## src/rtl/adc_sample_filter.sv

```systemverilog
// ============================================================================
// adc_sample_filter : boxcar moving average over 2^LOG2_DEPTH ADC samples with
//                     hysteresis limit flag and stale-data timeout.
// Optional macro ADC_FILTER_PEAK_EN adds raw peak_max / peak_min tracking.
// Revision: 1.0
// ============================================================================
`default_nettype none

module adc_sample_filter #(
    parameter int LOG2_DEPTH     = 3,
    parameter int TIMEOUT_CYCLES = 100000
) (
    input  logic       sclk,
    input  logic       rst,
    input  logic [7:0] in_data,
    input  logic       in_valid,
    input  logic       clear,
    input  logic [7:0] thresh_hi,
    input  logic [7:0] thresh_lo,
    output logic [7:0] out_data,
    output logic       out_valid,
    output logic       filled,
    output logic       over_limit,
    output logic       stale
`ifdef ADC_FILTER_PEAK_EN
    ,
    output logic [7:0] peak_max,
    output logic [7:0] peak_min
`endif
);

    localparam int DEPTH = 1 << LOG2_DEPTH;
    localparam int SW    = 8 + LOG2_DEPTH;
    localparam int TW    = $clog2(TIMEOUT_CYCLES + 1);
    localparam logic [TW-1:0] C_TIMEOUT = TW'(TIMEOUT_CYCLES);

    typedef enum logic [1:0] {
        S_EMPTY = 2'd0,
        S_FILL  = 2'd1,
        S_RUN   = 2'd2,
        S_STALE = 2'd3
    } state_t;

    state_t                r_state;
    state_t                w_state_next;
    logic [7:0]            r_buf [DEPTH];
    logic [SW-1:0]         r_sum;
    logic [SW-1:0]         w_sum_next;
    logic [LOG2_DEPTH-1:0] r_wr_ptr;
    logic [LOG2_DEPTH-1:0] r_fill_cnt;
    logic [TW-1:0]         r_tcnt;
    logic [TW-1:0]         w_tcnt_next;
    logic                  w_accept;
    logic                  w_filled_next;
    logic [7:0]            w_avg;

    // clear dominates a coincident strobe, so the sample is simply dropped
    assign w_accept      = in_valid & ~clear;
    assign w_sum_next    = r_sum + SW'(in_data) - SW'(r_buf[r_wr_ptr]);
    assign w_avg         = w_sum_next[SW-1:LOG2_DEPTH];
    assign w_filled_next = filled | (r_fill_cnt == LOG2_DEPTH'(DEPTH - 1));
    assign stale         = (r_state == S_STALE);

    always_comb begin
        w_state_next = r_state;
        w_tcnt_next  = r_tcnt;
        if (w_accept) begin
            w_tcnt_next  = '0;
            w_state_next = w_filled_next ? S_RUN : S_FILL;
        end else if (r_state != S_EMPTY) begin
            if (r_tcnt != C_TIMEOUT) begin
                w_tcnt_next = r_tcnt + 1'b1;
            end
            if (w_tcnt_next == C_TIMEOUT) begin
                w_state_next = S_STALE;
            end
        end
    end

    always_ff @(posedge sclk or posedge rst) begin
        if (rst) begin
            r_state    <= S_EMPTY;
            r_sum      <= '0;
            r_wr_ptr   <= '0;
            r_fill_cnt <= '0;
            r_tcnt     <= '0;
            out_data   <= '0;
            out_valid  <= 1'b0;
            filled     <= 1'b0;
            over_limit <= 1'b0;
            for (int i = 0; i < DEPTH; i++) begin
                r_buf[i] <= '0;
            end
        end else if (clear) begin
            r_state    <= S_EMPTY;
            r_sum      <= '0;
            r_wr_ptr   <= '0;
            r_fill_cnt <= '0;
            r_tcnt     <= '0;
            out_data   <= '0;
            out_valid  <= 1'b0;
            filled     <= 1'b0;
            over_limit <= 1'b0;
            for (int i = 0; i < DEPTH; i++) begin
                r_buf[i] <= '0;
            end
        end else begin
            r_state   <= w_state_next;
            r_tcnt    <= w_tcnt_next;
            out_valid <= w_accept;
            if (w_accept) begin
                r_sum           <= w_sum_next;
                r_buf[r_wr_ptr] <= in_data;
                r_wr_ptr        <= r_wr_ptr + 1'b1;
                out_data        <= w_avg;
                filled          <= w_filled_next;
                if (!filled) begin
                    r_fill_cnt <= r_fill_cnt + 1'b1;
                end
                // hysteresis judged on the value being published; set beats clear
                if (w_filled_next) begin
                    if (w_avg > thresh_hi) begin
                        over_limit <= 1'b1;
                    end else if (w_avg < thresh_lo) begin
                        over_limit <= 1'b0;
                    end
                end
            end
        end
    end

`ifdef ADC_FILTER_PEAK_EN
    always_ff @(posedge sclk or posedge rst) begin
        if (rst) begin
            peak_max <= 8'h00;
            peak_min <= 8'hFF;
        end else if (clear) begin
            peak_max <= 8'h00;
            peak_min <= 8'hFF;
        end else if (w_accept) begin
            if (in_data > peak_max) begin
                peak_max <= in_data;
            end
            if (in_data < peak_min) begin
                peak_min <= in_data;
            end
        end
    end
`endif

endmodule

`default_nettype wire

```

## config.mk

```make
export PLATFORM = sky130hd
export DESIGN_NAME = adc_sample_filter
export DESIGN_NICKNAME = d
export VERILOG_FILES = /design/src/rtl/adc_sample_filter.sv
export SDC_FILE = /design/constraint.sdc
export NUM_CORES = 1
export LEC_CHECK = 0
export CAP_MARGIN = 20
export CORE_ASPECT_RATIO = 2
export CORE_MARGIN = 4
export CORE_UTILIZATION = 54
export DETAILED_ROUTE_END_ITERATION = 12
export GPL_TIMING_DRIVEN = 0
export PLACE_DENSITY_LB_ADDON = 0.3
export SETUP_SLACK_MARGIN = 0.1
export SYNTH_ARGS = -nofsm -noshare
export SYNTH_HDL_FRONTEND = slang
export SYNTH_SLANG_ARGS = --single-unit
```

## constraint.sdc

```tcl
create_clock -name sclk -period 4.4 [get_ports sclk]
set_input_delay 0.88 -clock sclk [delete_from_list [all_inputs] [get_ports sclk]]
set_output_delay 0.88 -clock sclk [all_outputs]
set_load 0.01 [all_outputs]
```

### After elaboration in Yosys (flattened, before gate mapping)

Index checks and enable logic that the tools add are counted.

* add/subtract/negate cells: 5
* $lt $le $gt $ge: 4
* equal/unequal tests: 5
* mux-type cells: 36
* bitwise operators: 4
* reduce and logical (&&, ||, !) cells: 10

Operators with widths (number)
* $mux W64: 2
* $mux W17: 6
* $bwmux W64: 1
* $mux W8: 5
* $bmux W8 S3: 1
* $demux W8 S3: 1
* $mux W11: 2
* $add A17 B1 Y17 const B: 1
* $eq A17 B17 Y1 const B: 1
* $ne A17 B17 Y1 const B: 1
* $mux W3: 5
* $add A11 B8 Y11: 1
* $sub A11 B8 Y11: 1
* $mux W2: 5
* $reduce_bool A3 Y1: 3
* $gt A8 B8 Y1: 1
* $lt A8 B8 Y1: 1
* $mux W1: 8
* $add A3 B1 Y3 const B: 2
* $reduce_bool A2 Y1: 3
* $ge A4 B4 Y1 const B: 1
* $lt A4 B1 Y1 const B: 1
* $not A3 Y4: 1
* $reduce_and A2 Y1: 2
* 8 further kinds: 8

* register bits: 111
* bits of input ports: 28
* output and inout port bits: 12
* word-level logic and storage cells: 81

### Logic depth before layout (Yosys ltp)

* depth after elaboration: 11
* depth in mapped cells: 23

### Worst setup path after synthesis

OpenSTA, ideal clock, no wires.

* path type: register to register
* from: register r_wr_ptr[1]
* to: register over_limit
* library setup time: 0.122 ns
* arrival: 4.613 ns
* data required time: 4.278 ns
* slack: -0.334 ns
* cell stages (with the launch flop): 22
* buffers on the path: 3
* clock period less this slack: 4.734 ns
* cell sequence: dfrtp_1 > clkbuf_1 > buf_1 > clkbuf_1 > nand3_1 > o21ai_0 > nand2_1 > o221ai_1 > fa_1 > inv_1 > ha_1 > a21o_1 > a21oi_1 > o21ai_1 > a21o_1 > and4_1 > nor4_1 > ha_1 > nor2b_1 > o21ai_0 > o211ai_1 > a32o_1

* longest elaborated chain between the ends: 10
* elaborated cells between the ends (all ways): 13
* classes of those cells: add/sub: 1; order compare: 2; mux: 7; bitwise: 1; reduce/logical: 2

RTL lines
* from (decl): line 49 `logic [LOG2_DEPTH-1:0] r_wr_ptr;`
* from (signal assigned): line 114 `r_wr_ptr <= r_wr_ptr + 1'b1;`
* $not A3 Y4 (implied by the code) (*): line 59 `assign w_sum_next = r_sum + SW'(in_data) - SW'(r_buf[r_wr_ptr]);`
* $bmux W8 S3 (*): line 59
* $mux W8 (implied by the code) (*) (2 in series): line 59
* $sub A11 B8 Y11 (*): line 59
* $gt A8 B8 Y1: line 122 `if (w_avg > thresh_hi) begin`
* $mux W1: line 122
* $mux W1: line 121 `if (w_filled_next) begin`
* $mux W1: line 111 `if (w_accept) begin`
* $mux W1: line 94 `end else if (clear) begin`
* to (signal assigned): line 103 `over_limit <= 1'b0;`
* to (signal assigned): line 123 `over_limit <= 1'b1;`
* to (signal assigned): line 125 `over_limit <= 1'b0;`
* to (decl): line 23 `output logic over_limit,`

Mark *: on every way between the ends. The rest lies on a longest branch, timed or not. The select of a mux whose other input is x is not followed.
A chain may end at the register's enable or synchronous reset.

### Final worst setup path

Ends and elaborated chain as after synthesis.

==> qor.log <==
[run_status] run status finished, violations left
[run_status] violated checks negative setup slack
[logic_synthesis] Post-Synth XOR/XNOR Area 3.29%
[grt] vias in the first global route 6,091
[min_path] worst hold path depth 2
[logic_synthesis] number of unique standard cell types used by synthesis 62
[clocking] H-tree levels 3
[timing] max-slew violations 0
[finish] proportion of layout cells with a drive suffix above 1 17.6%
[drt] number of vias per cell 6.20
[power] net switching component of the power 0.00150 W
[worst_setup_path] Worst Setup Start Kind flop
[clocking] master cell of the clock root buffer sky130_fd_sc_hd__clkbuf_16
[logic_synthesis] cell count after synthesis 718
[clocking] TritonCTS sink count 103
[min_path] worst hold-check path type flop to flop
[min_path] sink of the worst hold path r_buf[57]$_DFFE_PP0P_
[clocking] Clock Tree Buf Depth 2
[logic_synthesis] ranking of synthesized cells by area sky130_fd_sc_hd__dfrtp_1, sky130_fd_sc_hd__mux2i_1, sky130_fd_sc_hd__nand2_1
[die] total die area 13,700 um^2
[run] max-cap viol count 0
[worst_setup_path] CP arrival 4.77 ns
[logic_synthesis] Avg Inst Size Synth 8.89 um^2
[drt] Initial DRT Pass Iterations 7
[drt] average wire per standard cell 21.1 um
[drt] antenna violation net count after detailed routing 0
[logic_synthesis] leading cell type by number of instances after synthesis sky130_fd_sc_hd__nand2_1
[timing] aggregate negative setup slack -0.125 ns
[die] initial cell density of the core 55.9%
[drt] detailed-route DRC error count 0
[clocking] clock network latency to the later pin of the worst-skew pair 0.36 ns
[worst_setup_path] Critical-path top delay cell sky130_fd_sc_hd__fa_1
[timing] transition at the pin with the smallest max-transition slack 1.14 ns
[grt] final global-route overflow total 0
[worst_setup_path] maximum single-stage delay on the critical path 0.51 ns
[clocking] clock slew at the register clock pins of the worst setup and hold paths 0.08 ns
[worst_setup_path] category of cells accounting for the largest share of critical-path delay compound AO/OA/AOI/OAI gates
[timing] final worst setup slack -0.125 ns
[power] Max IR drop VDD 0.376 mV
[logic_synthesis] post-synthesis adder-cell area fraction 8.59%
[logic_synthesis] proportion of synthesized chip area in sequential cells 40.4%
[timing] Hold Fails Final Rpt 0
[logic_synthesis] area of the mapped netlist 6380 um^2
[grt] wire length of the first global-routing pass 30,200 um
[logic_synthesis] most frequently used flop master after synthesis sky130_fd_sc_hd__dfrtp_1
[logic_synthesis] count of state elements after synthesis 103
[timing] setup-violating endpoint count in the final report 1
[worst_setup_path] kind of end point of the critical path flop
[grt] pin count of the biggest net entering global routing 67
[worst_setup_path] endpoint required time on the critical path 4.65 ns
[grt] global router's overall resource usage 28.1%
[finish] post-route cell area 7910 um^2
[timing] unrepaired setup endpoints after global routing true
[die] Die W 84.9 um
[placement] last weighted congestion value of the routability-driven placer 1.00
[placement] Post-Place Cell Area 6960 um^2
[worst_setup_path] flop2flop setup slack -0.13 ns
[logic_synthesis] net count after synthesis 785
[clocking] clock tree from TritonCTS done
[logic_synthesis] Async SR Flop Fraction 100%
[logic_synthesis] main combinational cell family by area after synthesis simple AND/OR/NAND/NOR gates
[power] internal power component 0.00239 W
[worst_setup_path] critical path fanouts, max 8
[worst_setup_path] cell breakdown of the critical path buf_8 -> clkbuf_16 -> mux2i_4 -> o21ai_0 -> nand2_1 -> o221ai_2 -> fa_1 -> inv_2 -> fa_2 -> a21oi_4 -> o211ai_1 -> or3_4 -> a21oi_4 -> xnor2_2 -> ha_1 -> a21oi_2 -> nor2b_1 -> o21ai_1 -> o211ai_1 -> a32o_1
[grt] initial antenna violation count 0
[worst_setup_path] CP Class flop to flop
[power] Clk pwr share 21.0%
[power] fraction of power consumed by combinational cells 52.1%
[drt] overall via count from detail_route 5,812
[finish] nets 858
[logic_synthesis] portion of synthesized cell area occupied by the leading cell type 40.4%
[placement] HPWL reported at the end of detailed placement 13,400 um
[placement] Port Buffers 32
[logic_synthesis] fraction of the mapped netlist area in compound gates 11.4%
[die] Die Y-Extent 162 um
[die] count of pins on the block boundary 40
[logic_synthesis] basic-gate share of the synthesized area counting and, or, nand and nor cells 19.8%
[worst_setup_path] critical register-to-register path endpoint over_limit$_DFFE_PP0P_
[finish] Synth-to-Final Area Change 23.9%
[timing] worst clock skew 0.00941 ns
[timing] portion of the clock cycle consumed by the worst path in the final layout 103%
[power] Power Dens Cells 491 nW/um^2
[min_path] worst hold start r_buf[57]$_DFFE_PP0P_
[clocking] Post-CTS Hold Buffers 0
[power] Static Leakage 3.44 nW
[timing] highest clock rate 0.221 GHz
[logic_synthesis] commonest cells in the netlist sky130_fd_sc_hd__nand2_1, sky130_fd_sc_hd__dfrtp_1, sky130_fd_sc_hd__nor2_1
[logic_synthesis] cell type with the highest aggregate area in the netlist sky130_fd_sc_hd__dfrtp_1
[worst_setup_path] R2R cell count 20
[logic_synthesis] count of yosys warnings during synthesis 0
[finish] antenna cell count 0
[worst_setup_path] CP bufs+invs 3
[drt] final wirelength 19,800 um
[drt] count of routing violations after the opening detailed-route iteration 509
[worst_setup_path] Reg2Reg Launch Point r_wr_ptr[1]$_DFFE_PP0N_
[power] power share of the sequential group 26.9%
[die] area of the core region 11,400 um^2
[timing] Rel. slew slack 23.8%
[power] switching fraction of total power 38.5%
[clocking] TritonCTS buffer count 9
[timing] Period minus WS final 4.53 ns
[logic_synthesis] multiplexer area fraction after synthesis 9.55%
[die] number of core rows 55
[logic_synthesis] Post-synth EDFFs 0
tightest hold or removal path, stage by stage, from the launching register on:
cell,delay (ns)
sky130_fd_sc_hd__dfrtp_1,0.38
sky130_fd_sc_hd__nand2_1,0.05
sky130_fd_sc_hd__a21oi_1,0.06
flip-flops by register name, indices dropped and copies added, names as in the netlist:
signal,count
r_buf,64
r_tcnt,17
out_data,8
r_fill_cnt,3
r_sum,3
r_wr_ptr,3
r_state,2
filled,1
out_valid,1
over_limit,1
how the worst max path moves through the flow:
stage                            start  depth (start not counted)                      to
2_1_floorplan  r_wr_ptr[1]$_DFFE_PP0N_                         22  over_limit$_DFFE_PP0P_
3_3_place_gp                       rst                          2   r_buf[44]$_DFFE_PP0P_
3_5_place_dp   r_wr_ptr[0]$_DFFE_PP0N_                         23  over_limit$_DFFE_PP0P_
4_1_cts        r_wr_ptr[1]$_DFFE_PP0N_                         18  over_limit$_DFFE_PP0P_
5_1_grt        r_wr_ptr[1]$_DFFE_PP0N_                         20  over_limit$_DFFE_PP0P_
6_report       r_wr_ptr[1]$_DFFE_PP0N_                         20  over_limit$_DFFE_PP0P_
final cells by class:
cell class,instances,area [um^2]
Buffer,45,372
Clock buffer,9,225
Inverter,57,216
Timing Repair Buffer,63,617
Fill cell,841,3520
Tap cell,142,178
Multi-Input combinational cell,512,3650
Sequential cell,103,2580
Clock inverter,7,73.8
power by group through the flow:
stage	logic [W]	clock network [W]	registers (W)
2_1_floorplan	0.000951	0	0.00105
3_3_place_gp	0.00125	0	0.00105
3_5_place_dp	0.00133	0	0.00106
4_1_cts	0.00170	0.000815	0.00104
5_1_grt	0.00217	0.000862	0.00105
6_report	0.00202	0.000814	0.00104
per-stage QoR:
step / hold WS [ns] / setup WS (ns) / utilization (%) / cells / power [W]
after global routing: 0.537 / -0.282 / 69.2 / 938 / 0.00408
after floorplan: 0.480 / 0.146 / - / 718 / 0.00200
final: 0.524 / -0.125 / 69.2 / 938 / 0.00388
after detailed placement: 0.509 / -0.648 / 60.9 / 895 / 0.00239
after CTS: 0.523 / -0.0218 / 67.8 / 929 / 0.00356
after global placement: 0.501 / -0.614 / 60.5 / 892 / 0.00230
layer usage:
layer | up-vias | track usage (%) | wire length, um
met1 | 2846 | 27.6 | 6650
met2 | 291 | 51.0 | 10500
met3 | 114 | 4.26 | 882
met5 | - | 0 | 0
li1 | 2561 | - | -
met4 | 0 | 22.3 | 1720
timing repair:
action	CTS	global route
endpoints found under the setup margin	1	1
pin swaps	30	27
hold endpoints to repair	0	0
gates cloned	1	0
buffers inserted	18	9
resized for setup	67	25
logic make-up after synthesis:
kind of cell	Yosys count
AND/OR/NAND/NOR	270
AO/OA/AOI/OAI	124
buffers and inverters	103
flip-flops	103
multiplexers	55
adder cells (fa/ha/maj)	39
XOR/XNOR	24
placed cells by master (no fill, tap or decap), types with 3 or more instances in the layout:
cell / count
sky130_fd_sc_hd__a21o_1: 5
sky130_fd_sc_hd__a21oi_1: 58
sky130_fd_sc_hd__a21oi_2: 4
sky130_fd_sc_hd__a21oi_4: 3
sky130_fd_sc_hd__a31oi_1: 3
sky130_fd_sc_hd__and3_1: 3
sky130_fd_sc_hd__buf_4: 33
sky130_fd_sc_hd__buf_6: 6
sky130_fd_sc_hd__buf_8: 3
sky130_fd_sc_hd__clkbuf_1: 18
sky130_fd_sc_hd__clkbuf_16: 11
sky130_fd_sc_hd__clkbuf_8: 5
sky130_fd_sc_hd__clkdlybuf4s50_1: 32
sky130_fd_sc_hd__dfrtp_1: 103
sky130_fd_sc_hd__fa_1: 7
sky130_fd_sc_hd__ha_1: 23
sky130_fd_sc_hd__ha_4: 6
sky130_fd_sc_hd__inv_1: 52
sky130_fd_sc_hd__inv_2: 4
sky130_fd_sc_hd__mux2_2: 3
sky130_fd_sc_hd__mux2i_1: 40
sky130_fd_sc_hd__mux4_2: 4
sky130_fd_sc_hd__nand2_1: 114
sky130_fd_sc_hd__nand2b_1: 6
sky130_fd_sc_hd__nand3_1: 16
sky130_fd_sc_hd__nand4_1: 7
sky130_fd_sc_hd__nor2_1: 73
sky130_fd_sc_hd__nor2b_1: 5
sky130_fd_sc_hd__nor3_1: 6
sky130_fd_sc_hd__nor3_2: 4
sky130_fd_sc_hd__o211ai_1: 6
sky130_fd_sc_hd__o21ai_0: 17
sky130_fd_sc_hd__o21ai_1: 7
sky130_fd_sc_hd__or3_1: 6
sky130_fd_sc_hd__xnor2_1: 6
sky130_fd_sc_hd__xnor2_2: 3
sky130_fd_sc_hd__xor2_1: 15
No activity file was read; power rests on OpenSTA's default activity.
